<file path="src/rtl/lut_net_pkg.sv">
// Shared types and constants for the LUT-network datapath: default feature
// geometry, the input packer state encoding and a reference quantizer.
package lut_net_pkg;

  localparam int N_FEAT = 16;
  localparam int FEAT_W = 8;
  localparam int Q_W    = 4;
  localparam int ADDR_W = N_FEAT * Q_W;

  typedef enum logic [1:0] {
    FILL      = 2'd0,
    FULL_WAIT = 2'd1,
    DROP      = 2'd2
  } state_t;

  // Bias, arithmetic shift and clamp to [0, 2^Q_W-1] at the default widths.
  // The sum is formed two bits wider than the feature so it cannot overflow.
  function automatic logic [Q_W-1:0] quantize(input logic [FEAT_W-1:0] d,
                                              input int shift,
                                              input int bias);
    logic signed [FEAT_W+1:0] sum;
    logic signed [FEAT_W+1:0] shf;
    logic signed [FEAT_W+1:0] q_max;
    q_max = (FEAT_W+2)'((1 << Q_W) - 1);
    sum   = $signed({{2{d[FEAT_W-1]}}, d}) + (FEAT_W+2)'(bias);
    shf   = sum >>> shift;
    if (shf[FEAT_W+1])    quantize = '0;
    else if (shf > q_max) quantize = '1;
    else                  quantize = shf[Q_W-1:0];
  endfunction

endpackage

</file>
<file path="src/rtl/input_quant_packer_quantizer.sv">
// Combinational feature quantizer: q = clamp((d + BIAS) >>> SHIFT, 0, 2^Q_W-1),
// evaluated at FEAT_W+2 signed bits so the biased sum never wraps.
module feat_quantizer #(
  parameter int FEAT_W = 8,
  parameter int Q_W    = 4,
  parameter int SHIFT  = 4,
  parameter int BIAS   = 128
) (
  input  logic [FEAT_W-1:0] data,
  output logic [Q_W-1:0]    q
);

  localparam logic signed [FEAT_W+1:0] Q_MAX  = (FEAT_W+2)'((1 << Q_W) - 1);
  localparam logic signed [FEAT_W+1:0] BIAS_V = (FEAT_W+2)'(BIAS);

  logic signed [FEAT_W+1:0] sum;
  logic signed [FEAT_W+1:0] shf;

  // Sign-extend, bias, shift, then saturate at both ends of the code range.
  always_comb begin
    sum = $signed({{2{data[FEAT_W-1]}}, data}) + BIAS_V;
    shf = sum >>> SHIFT;
    if (shf[FEAT_W+1])    q = '0;
    else if (shf > Q_MAX) q = '1;
    else                  q = shf[Q_W-1:0];
  end

endmodule

</file>
<file path="src/rtl/input_quant_packer.sv">
// Streams signed raw features in, quantizes each one and packs N_FEAT codes
// into one address word for layer 0. Framing errors discard the partial
// vector and raise a sticky flag; a full vector waits in FULL_WAIT while the
// output register is still occupied.
module input_quant_packer
  import lut_net_pkg::*;
#(
  parameter int N_FEAT = lut_net_pkg::N_FEAT,
  parameter int FEAT_W = lut_net_pkg::FEAT_W,
  parameter int Q_W    = lut_net_pkg::Q_W,
  parameter int SHIFT  = 4,
  parameter int BIAS   = 128
) (
  input  logic                    clk,
  input  logic                    rst,
  input  logic                    s_valid,
  output logic                    s_ready,
  input  logic [FEAT_W-1:0]       s_data,
  input  logic                    s_last,
  output logic                    m_valid,
  input  logic                    m_ready,
  output logic [N_FEAT*Q_W-1:0]   m_address,
  output logic                    frame_err
);

  localparam int VEC_W = N_FEAT * Q_W;
  localparam int CNT_W = (N_FEAT > 1) ? $clog2(N_FEAT) : 1;
  localparam logic [CNT_W-1:0] LAST_IDX = CNT_W'(N_FEAT - 1);

  state_t           state_q, state_d;
  logic [CNT_W-1:0] cnt_q, cnt_d;
  logic [VEC_W-1:0] asm_q, asm_d, asm_filled;
  logic [VEC_W-1:0] out_q, out_d;
  logic             valid_q, valid_d;
  logic             err_q, err_d;
  logic [Q_W-1:0]   q;
  logic             last_idx;
  logic             out_free;

  feat_quantizer #(
    .FEAT_W (FEAT_W),
    .Q_W    (Q_W),
    .SHIFT  (SHIFT),
    .BIAS   (BIAS)
  ) u_quant (
    .data (s_data),
    .q    (q)
  );

  assign last_idx = (cnt_q == LAST_IDX);
  // The output register can take a new vector if empty or draining this cycle.
  assign out_free = !valid_q || m_ready;

  // Next-state, datapath updates and input handshake for the packer FSM.
  always_comb begin
    // NOTE: every signal written here gets a default first, so no path
    // through the case statement can leave it unassigned and infer a latch.
    state_d    = state_q;
    cnt_d      = cnt_q;
    asm_d      = asm_q;
    out_d      = out_q;
    valid_d    = valid_q && !m_ready;
    err_d      = err_q;
    s_ready    = 1'b0;
    asm_filled = asm_q;
    asm_filled[int'(cnt_q)*Q_W +: Q_W] = q;

    case (state_q)
      FILL: begin
        s_ready = 1'b1;
        if (s_valid) begin
          if (last_idx && s_last) begin
            cnt_d = '0;
            if (out_free) begin
              out_d   = asm_filled;
              valid_d = 1'b1;
              asm_d   = '0;
            end else begin
              asm_d   = asm_filled;
              state_d = FULL_WAIT;
            end
          end else if (s_last) begin
            err_d = 1'b1;
            cnt_d = '0;
            asm_d = '0;
          end else if (last_idx) begin
            err_d   = 1'b1;
            cnt_d   = '0;
            asm_d   = '0;
            state_d = DROP;
          end else begin
            asm_d = asm_filled;
            cnt_d = cnt_q + CNT_W'(1);
          end
        end
      end
      FULL_WAIT: begin
        if (out_free) begin
          out_d   = asm_q;
          valid_d = 1'b1;
          asm_d   = '0;
          state_d = FILL;
        end
      end
      DROP: begin
        s_ready = 1'b1;
        if (s_valid && s_last) state_d = FILL;
      end
      default: state_d = FILL;
    endcase

    // Nothing is accepted while reset is held.
    s_ready = s_ready && !rst;
  end

  // FSM state register.
  always_ff @(posedge clk) begin
    // NOTE: clocked state uses non-blocking assignments so every register
    // samples the pre-edge values regardless of block ordering.
    if (rst) state_q <= FILL;
    else     state_q <= state_d;
  end

  // Counter, assembly/output registers and sticky error flag.
  always_ff @(posedge clk) begin
    // NOTE: the wide data registers are reset too, because the reset state
    // of m_address is observable downstream.
    if (rst) begin
      cnt_q   <= '0;
      asm_q   <= '0;
      out_q   <= '0;
      valid_q <= 1'b0;
      err_q   <= 1'b0;
    end else begin
      cnt_q   <= cnt_d;
      asm_q   <= asm_d;
      out_q   <= out_d;
      valid_q <= valid_d;
      err_q   <= err_d;
    end
  end

  // A held vector is withdrawn during reset so no transfer happens that cycle.
  assign m_valid   = valid_q && !rst;
  assign m_address = out_q;
  assign frame_err = err_q;

endmodule

</file>
<file path="config.mk">
export PLATFORM = sky130hd
export DESIGN_NAME = input_quant_packer
export DESIGN_NICKNAME = d
export VERILOG_FILES = /design/src/rtl/lut_net_pkg.sv /design/src/rtl/input_quant_packer_quantizer.sv /design/src/rtl/input_quant_packer.sv
export SDC_FILE = /design/constraint.sdc
export NUM_CORES = 1
export LEC_CHECK = 0
export ABC_AREA = 1
export CORE_UTILIZATION = 26
export DETAILED_ROUTE_END_ITERATION = 12
export GPL_ROUTABILITY_DRIVEN = 0
export PLACE_DENSITY = 0.54
export SYNTH_ARGS = -nofsm -noshare
export SYNTH_HDL_FRONTEND = slang
export SYNTH_HIERARCHICAL = 1
export SYNTH_SLANG_ARGS = --single-unit
</file>
<file path="constraint.sdc">
create_clock -name clk -period 2 [get_ports clk]
set_input_delay 0.4 -clock clk [delete_from_list [all_inputs] [get_ports clk]]
set_output_delay 0.4 -clock clk [all_outputs]
set_load 0.05 [all_outputs]
</file>
==> run metrics, run 1 <==
status completed; Congestion Overflow GR 0; Critical Path RT 1.60 ns; final net count 1116; Fin. Hold Viols 0; HPWL Detailed 14900 microns; final wirelength 23180 microns; Synth Area in Simple Gates 26.73%; ordered cell list for the critical path clkdlybuf4s50_1; Worst setup SP type flip-flop; Yosys top cell area share 40.39%; Core Box Area 0.02533 sq mm; n_diodes 0; Max FO, Critical Path 2; commonest non-fill, non-tap cell in the layout nand2_1; Synth Area in Compound Gates 21.57%; DR vias/cell 4.935; busiest grt layer met2; CTS root buf clkbuf_16; # port buffers 75; largest cells by area after synthesis dfxtp_1, a21oi_1, nand3_1, nand2_1, o21ai_0; Arrival @ worst endpoint 1.56 ns; RSZ-0062 raised after global routing yes; largest family of logic cells by synthesized area simple AND/OR/NAND/NOR gates; Area growth syn-to-layout 36.58%; Fill cells 2651; total CTS buffers 17; Register Area 0.002729 sq mm; Net Count, Synth 1014; clock tree from TritonCTS built; Synth Cell Area 0.006741 sq mm; WL per Instance 16.11 microns; clock buffer depth 2; synthesized flop and latch total 136; initial drt markers 563; Die X 163.0 microns; Clock transition at path regs 0.06 ns; dpl ws -0.1657 ns; CP max-delay cell clkdlybuf4s50_1; drt first pass iters 5; Synth Warn # 6; Final Util 36.36%; met1 capacity usage during global routing 23.02%; buffer and inverter count on the worst path 1; die height 163.0 microns; multi-input combinational cell area 0.003456 sq mm; H-tree depth 4; grt met3 use 3.809%; met2 usage 27.72%; Synth Instances 996; family with the most delay on the worst path buffers and inverters; maximum VDD drop 0.0004722 V; endpoints failing setup 0; Hold-fix buffers, CTS 0; initial antenna violation count 0; initial core utilization 26.62%; synthesized area per cell 6.769 sq um; Total GRT Usage 17.32%; largest area contributor in the netlist dfxtp_1; Clk Latency, worst-skew pair 0.43 ns; # IOs 80; Max-cap violations 0; vias in the first global route 6622; global-route wire length before repair 35580 microns; pwr/cell area 731.1 mW/mm^2; commonest cells after routing, fill and taps aside nand2_1, a21oi_1, nand3_1; DRC viols 0; via count 7102; register area share after synthesis 40.39%; post-route minimum period 1.962 ns; pin count of the biggest net entering global routing 47; Pleak 0.004001 uW; Clock Skew 0.007206 ns; max-slew violations 0; Fin Setup TNS 0 ns; Synth Area in Adders 0.9280%; PnR worst setup slack 0.03769 ns; layout cells sized above 1 15.87%; Final Cycle Share 98.12%; Site Rows 58; Hold Crit Class flip-flop to flip-flop; crit end category output pin; FMAX 509.6 MHz; total die area 0.02658 sq mm; CP peak stage delay 0.80 ns; Worst-Margin Slew 0.5534 ns; Slew HR 63.10%; Setup CP Type flip-flop to output pin; clk sinks 136; post-synthesis mux area share 0%; post-synth cell types 27; post-synthesis xor/xnor area fraction 0.1299%; ANT nets after route 0
sequential cells by signal, summed over array words and instances (netlist names):
| register | count |
|---|---|
| m_address | 64 |
| valid_q | 1 |
| state_q | 2 |
| asm_q | 64 |
| cnt_q | 4 |
| frame_err | 1 |
synth_stat cells (all sizes together):
master,instances
a211oi,2
a21oi,199
a31oi,1
buf,19
clkbuf,53
clkinv,1
dfxtp,136
ha,5
inv,97
nand2,192
nand3,153
nand4,25
nor2,26
nor3,5
o211ai,9
o21a,1
o21ai,70
o21bai,1
xor2,1
path summary, 6_finish.rpt:
| path | startpoint | endpoint | slack, ns | cells past startpoint |
|---|---|---|---|---|
| max reg2reg | cnt_q[0]$_SDFFE_PP0P_ | asm_q[59]$_SDFFE_PP0P_ | 0.12 | 11 |
| max | m_address[46]$_SDFFE_PP0P_ | m_address[46] | 0.04 | 1 |
| min | frame_err$_SDFFE_PP0P_ | frame_err$_SDFFE_PP0P_ | 0.46 | 1 |
| min reg2reg | frame_err$_SDFFE_PP0P_ | frame_err$_SDFFE_PP0P_ | 0.46 | 1 |
final cells by class:
type                    instances  area share [%]
multi-input cells             690           37.53
flip-flops and latches        136           29.64
repair buffers                155           17.52
clock buffers                  17           4.620
well taps                     330           4.484
inverters                      98           4.009
clock inverters                13           2.201
cell families after synthesis:
kind of cell / count (synthesis)
compound gates: 283
xor+xnor: 1
fa+ha+maj: 5
buf+inv: 170
flops: 136
simple gates: 401
metrics by stage:
stage,hold WS [ns],std cells,instance area (sq um),total power [uW]
after floorplan,0.4577,996,6743,3059
after global placement,0.4611,1402,8274,3292
after detailed placement,0.4572,1402,8274,3292
after CTS,0.4724,1434,8945,6736
after global routing,0.4821,1439,9208,6969
final,0.4645,1439,9208,6731
power by group:
| part | switching, uW | leakage (uW) | internal [uW] |
|---|---|---|---|
| registers | 8.08 | 0.00110 | 2720 |
| clock network | 1240 | 0.000305 | 2190 |
| logic | 364 | 0.00260 | 215 |
| total | 1610 | 0.00400 | 5120 |
per-layer routing:
metal / part of all wire (%) / wire length (microns)
met5: 0 / 0
met4: 1.2 / 289
met3: 5.8 / 1337
met2: 47 / 10940
met1: 46 / 10610
repair_timing:
action                                  4_1_cts  5_1_grt
pin swaps                                     1        5
buffers inserted                              1        1
endpoints found under the setup margin      146      142
resized for setup                            24       50
cloned                                        1        4
Note: power is estimated with default switching activity, not from simulation.
==> run 2, diff against run 1 <==
Settings changed: PLACE_DENSITY 0.54 to 0.51.
==> run 2 against run 1 <==
  * Non-clock buffer count grew 18
  * Clock power down 1%
  * Fmax is 0.22% lower
  * Register-to-register slack worse by 0.02 ns
  * Flip-flop and latch count is the same
  * Count of clock-buffer cells in the layout unchanged
  * Final area up 2.1%
==> run metrics, run 2 (synthesized netlist as in run 1, its figures left out) <==
Worst-Margin Slew 0.5173 ns (-0.03609 ns); CP max-delay cell clkdlybuf4s50_1; FMAX 508.5 MHz (-0.22%); drt first pass iters 5 (unchanged); Core Box Area 0.02533 sq mm (unchanged); clk sinks 136 (unchanged); crit end category output pin; multi-input combinational cell area 0.003446 sq mm (-0.29%); global-route wire length before repair 36520 microns (+2.6%); Max FO, Critical Path 2 (unchanged); die height 163.0 microns (unchanged); final net count 1134 (+1.6%); pwr/cell area 713.4 mW/mm^2 (-2.4%); maximum VDD drop 0.0003853 V (-18%); # IOs 80 (unchanged); WHS Endpoint asm_q[7]$_SDFFE_PP0P_; commonest cells after routing, fill and taps aside a21oi_1, nand2_1, nand3_1; post-route minimum period 1.967 ns (+0.004305 ns); Setup CP Type flip-flop to output pin; vias in the first global route 6733 (+1.7%); Slew HR 65.45% (+2.3 points); total die area 0.02658 sq mm (unchanged); clock tree from TritonCTS built; # port buffers 75 (unchanged); Die X 163.0 microns (unchanged); HPWL Detailed 15160 microns (+1.7%); dpl cell area 0.008314 sq mm (+0.48%); initial drt markers 432 (-23%); Max-cap violations 0 (unchanged); Site Rows 58 (unchanged); CTS root buf clkbuf_16; Worst setup SP type flip-flop; RR Startpoint cnt_q[0]$_SDFFE_PP0P_; commonest non-fill, non-tap cell in the layout a21oi_1; initial core utilization 26.62% (unchanged); n_diodes 0 (unchanged); CP peak stage delay 0.80 ns (about the same); RSZ-0062 raised after global routing yes; pin count of the biggest net entering global routing 58 (+23%); FF-to-FF End m_address[63]$_SDFFE_PP0P_; final wirelength 24060 microns (+3.8%); Hold Crit Class input pin to flip-flop; status completed; Hold-fix buffers, CTS 0 (unchanged); R2R Setup Slk 0.10 ns (-0.02 ns); DR vias/cell 4.872 (-1.3%); Critical Path RT 1.60 ns (about the same); total CTS buffers 17 (unchanged); ordered cell list for the critical path clkdlybuf4s50_1; Fill cells 2648 (-0.11%); endpoints failing setup 0 (unchanged); DRC viols 0 (unchanged); family with the most delay on the worst path buffers and inverters; Clk Latency, worst-skew pair 0.43 ns (about the same); max-slew violations 0 (unchanged); Clock Skew 0.007361 ns (+0.0001543 ns); Area growth syn-to-layout 39.40%; Congestion Overflow GR 0 (unchanged); Clock transition at path regs 0.06 ns (about the same); clock buffer depth 2 (unchanged); ANT nets after route 0 (unchanged); Levels on crit path 1 (unchanged); Pleak 0.004233 uW (+5.8%); H-tree depth 4 (unchanged); Register Area 0.002733 sq mm (+0.14%); via count 7108 (+0.084%); fin area 0.009398 sq mm (+2.1%); WL per Instance 16.49 microns (+2.4%); worst r2r path cells 12 (+1); Total GRT Usage 17.80% (+0.48 points); initial antenna violation count 0 (unchanged); Arrival @ worst endpoint 1.57 ns (about the same); buffer and inverter count on the worst path 1 (unchanged); Final Cycle Share 98.33% (+0.22 points); layout cells sized above 1 16.47% (+0.60 points); hold depth 2 (+1); Tot Pwr 6704 uW (-0.41%); hold path startpoint rst; Fin. Hold Viols 0 (unchanged)
[run 2: worst max path at each step]
stage / from / end / slack [ns]
after floorplan: cnt_q[1]$_SDFFE_PP0P_ / asm_q[56]$_SDFFE_PP0P_ / 0.01
after global placement: s_last / m_address[26]$_SDFFE_PP0P_ / -0.16
after detailed placement: s_last / m_address[57]$_SDFFE_PP0P_ / -0.21
after CTS: m_address[62]$_SDFFE_PP0P_ / m_address[62] / 0.002
after global routing: cnt_q[0]$_SDFFE_PP0P_ / m_address[42]$_SDFFE_PP0P_ / -0.05
final: m_address[47]$_SDFFE_PP0P_ / m_address[47] / 0.03
[run 2: power by group]
part           internal (uW)  total (uW)  switching (uW)
Combinational            227         591             364
Clock                   2090        3390            1300
Sequential              2710        2720            8.46
[run 2: through the flow]
| stage | std cells | worst slack (ns) | hold WS [ns] | utilization, % | setup TNS, ns |
|---|---|---|---|---|---|
| 4_1_cts | 1451 | 0.001511 | 0.3585 | 35.59 | 0 |
| 5_1_grt | 1459 | -0.04887 | 0.3662 | 37.11 | -0.1085 |
| 3_3_place_gp | 1415 | -0.1649 | 0.4700 | 32.83 | -16.71 |
| 6_report | 1459 | 0.03339 | 0.3561 | 37.11 | 0 |
| 2_1_floorplan | 996 | 0.01114 | 0.4577 | - | 0 |
| 3_5_place_dp | 1415 | -0.2101 | 0.4604 | 32.83 | -19.40 |
[run 2: per-layer routing]
metal,vias up,GRT usage [%],wire length (microns)
met5,-,0,0
met2,187,29.85,11380
li1,3615,-,-
met4,0,3.866,221
met3,17,3.580,1183
met1,3289,23.43,11270
[run 2: what timing repair did]
item                       CTS  global route
buffers inserted             2             2
resized for setup           27            77
setup endpoints to repair  132           150
pin swaps                    1             5
gates cloned                 2             6
[run 2: worst register-to-register path: cells and delay by family, from the launching register on]
family | cells | cell delay [ns]
AND/OR/NAND/NOR | 4 | 0.37
AO/OA/AOI/OAI | 2 | 0.24
adder cells (fa/ha/maj) | 2 | 0.32
flip-flops | 1 | 0.37
buffers and inverters | 4 | 0.51
[run 2: area by class of cell]
class / count / share of cell area (%)
Timing Repair Buffer: 173 / 19.21
Clock inverter: 15 / 2.130
Inverter: 98 / 3.994
Multi-Input combinational cell: 690 / 36.67
Sequential cell: 136 / 29.08
Tap cell: 330 / 4.394
Clock buffer: 17 / 4.527
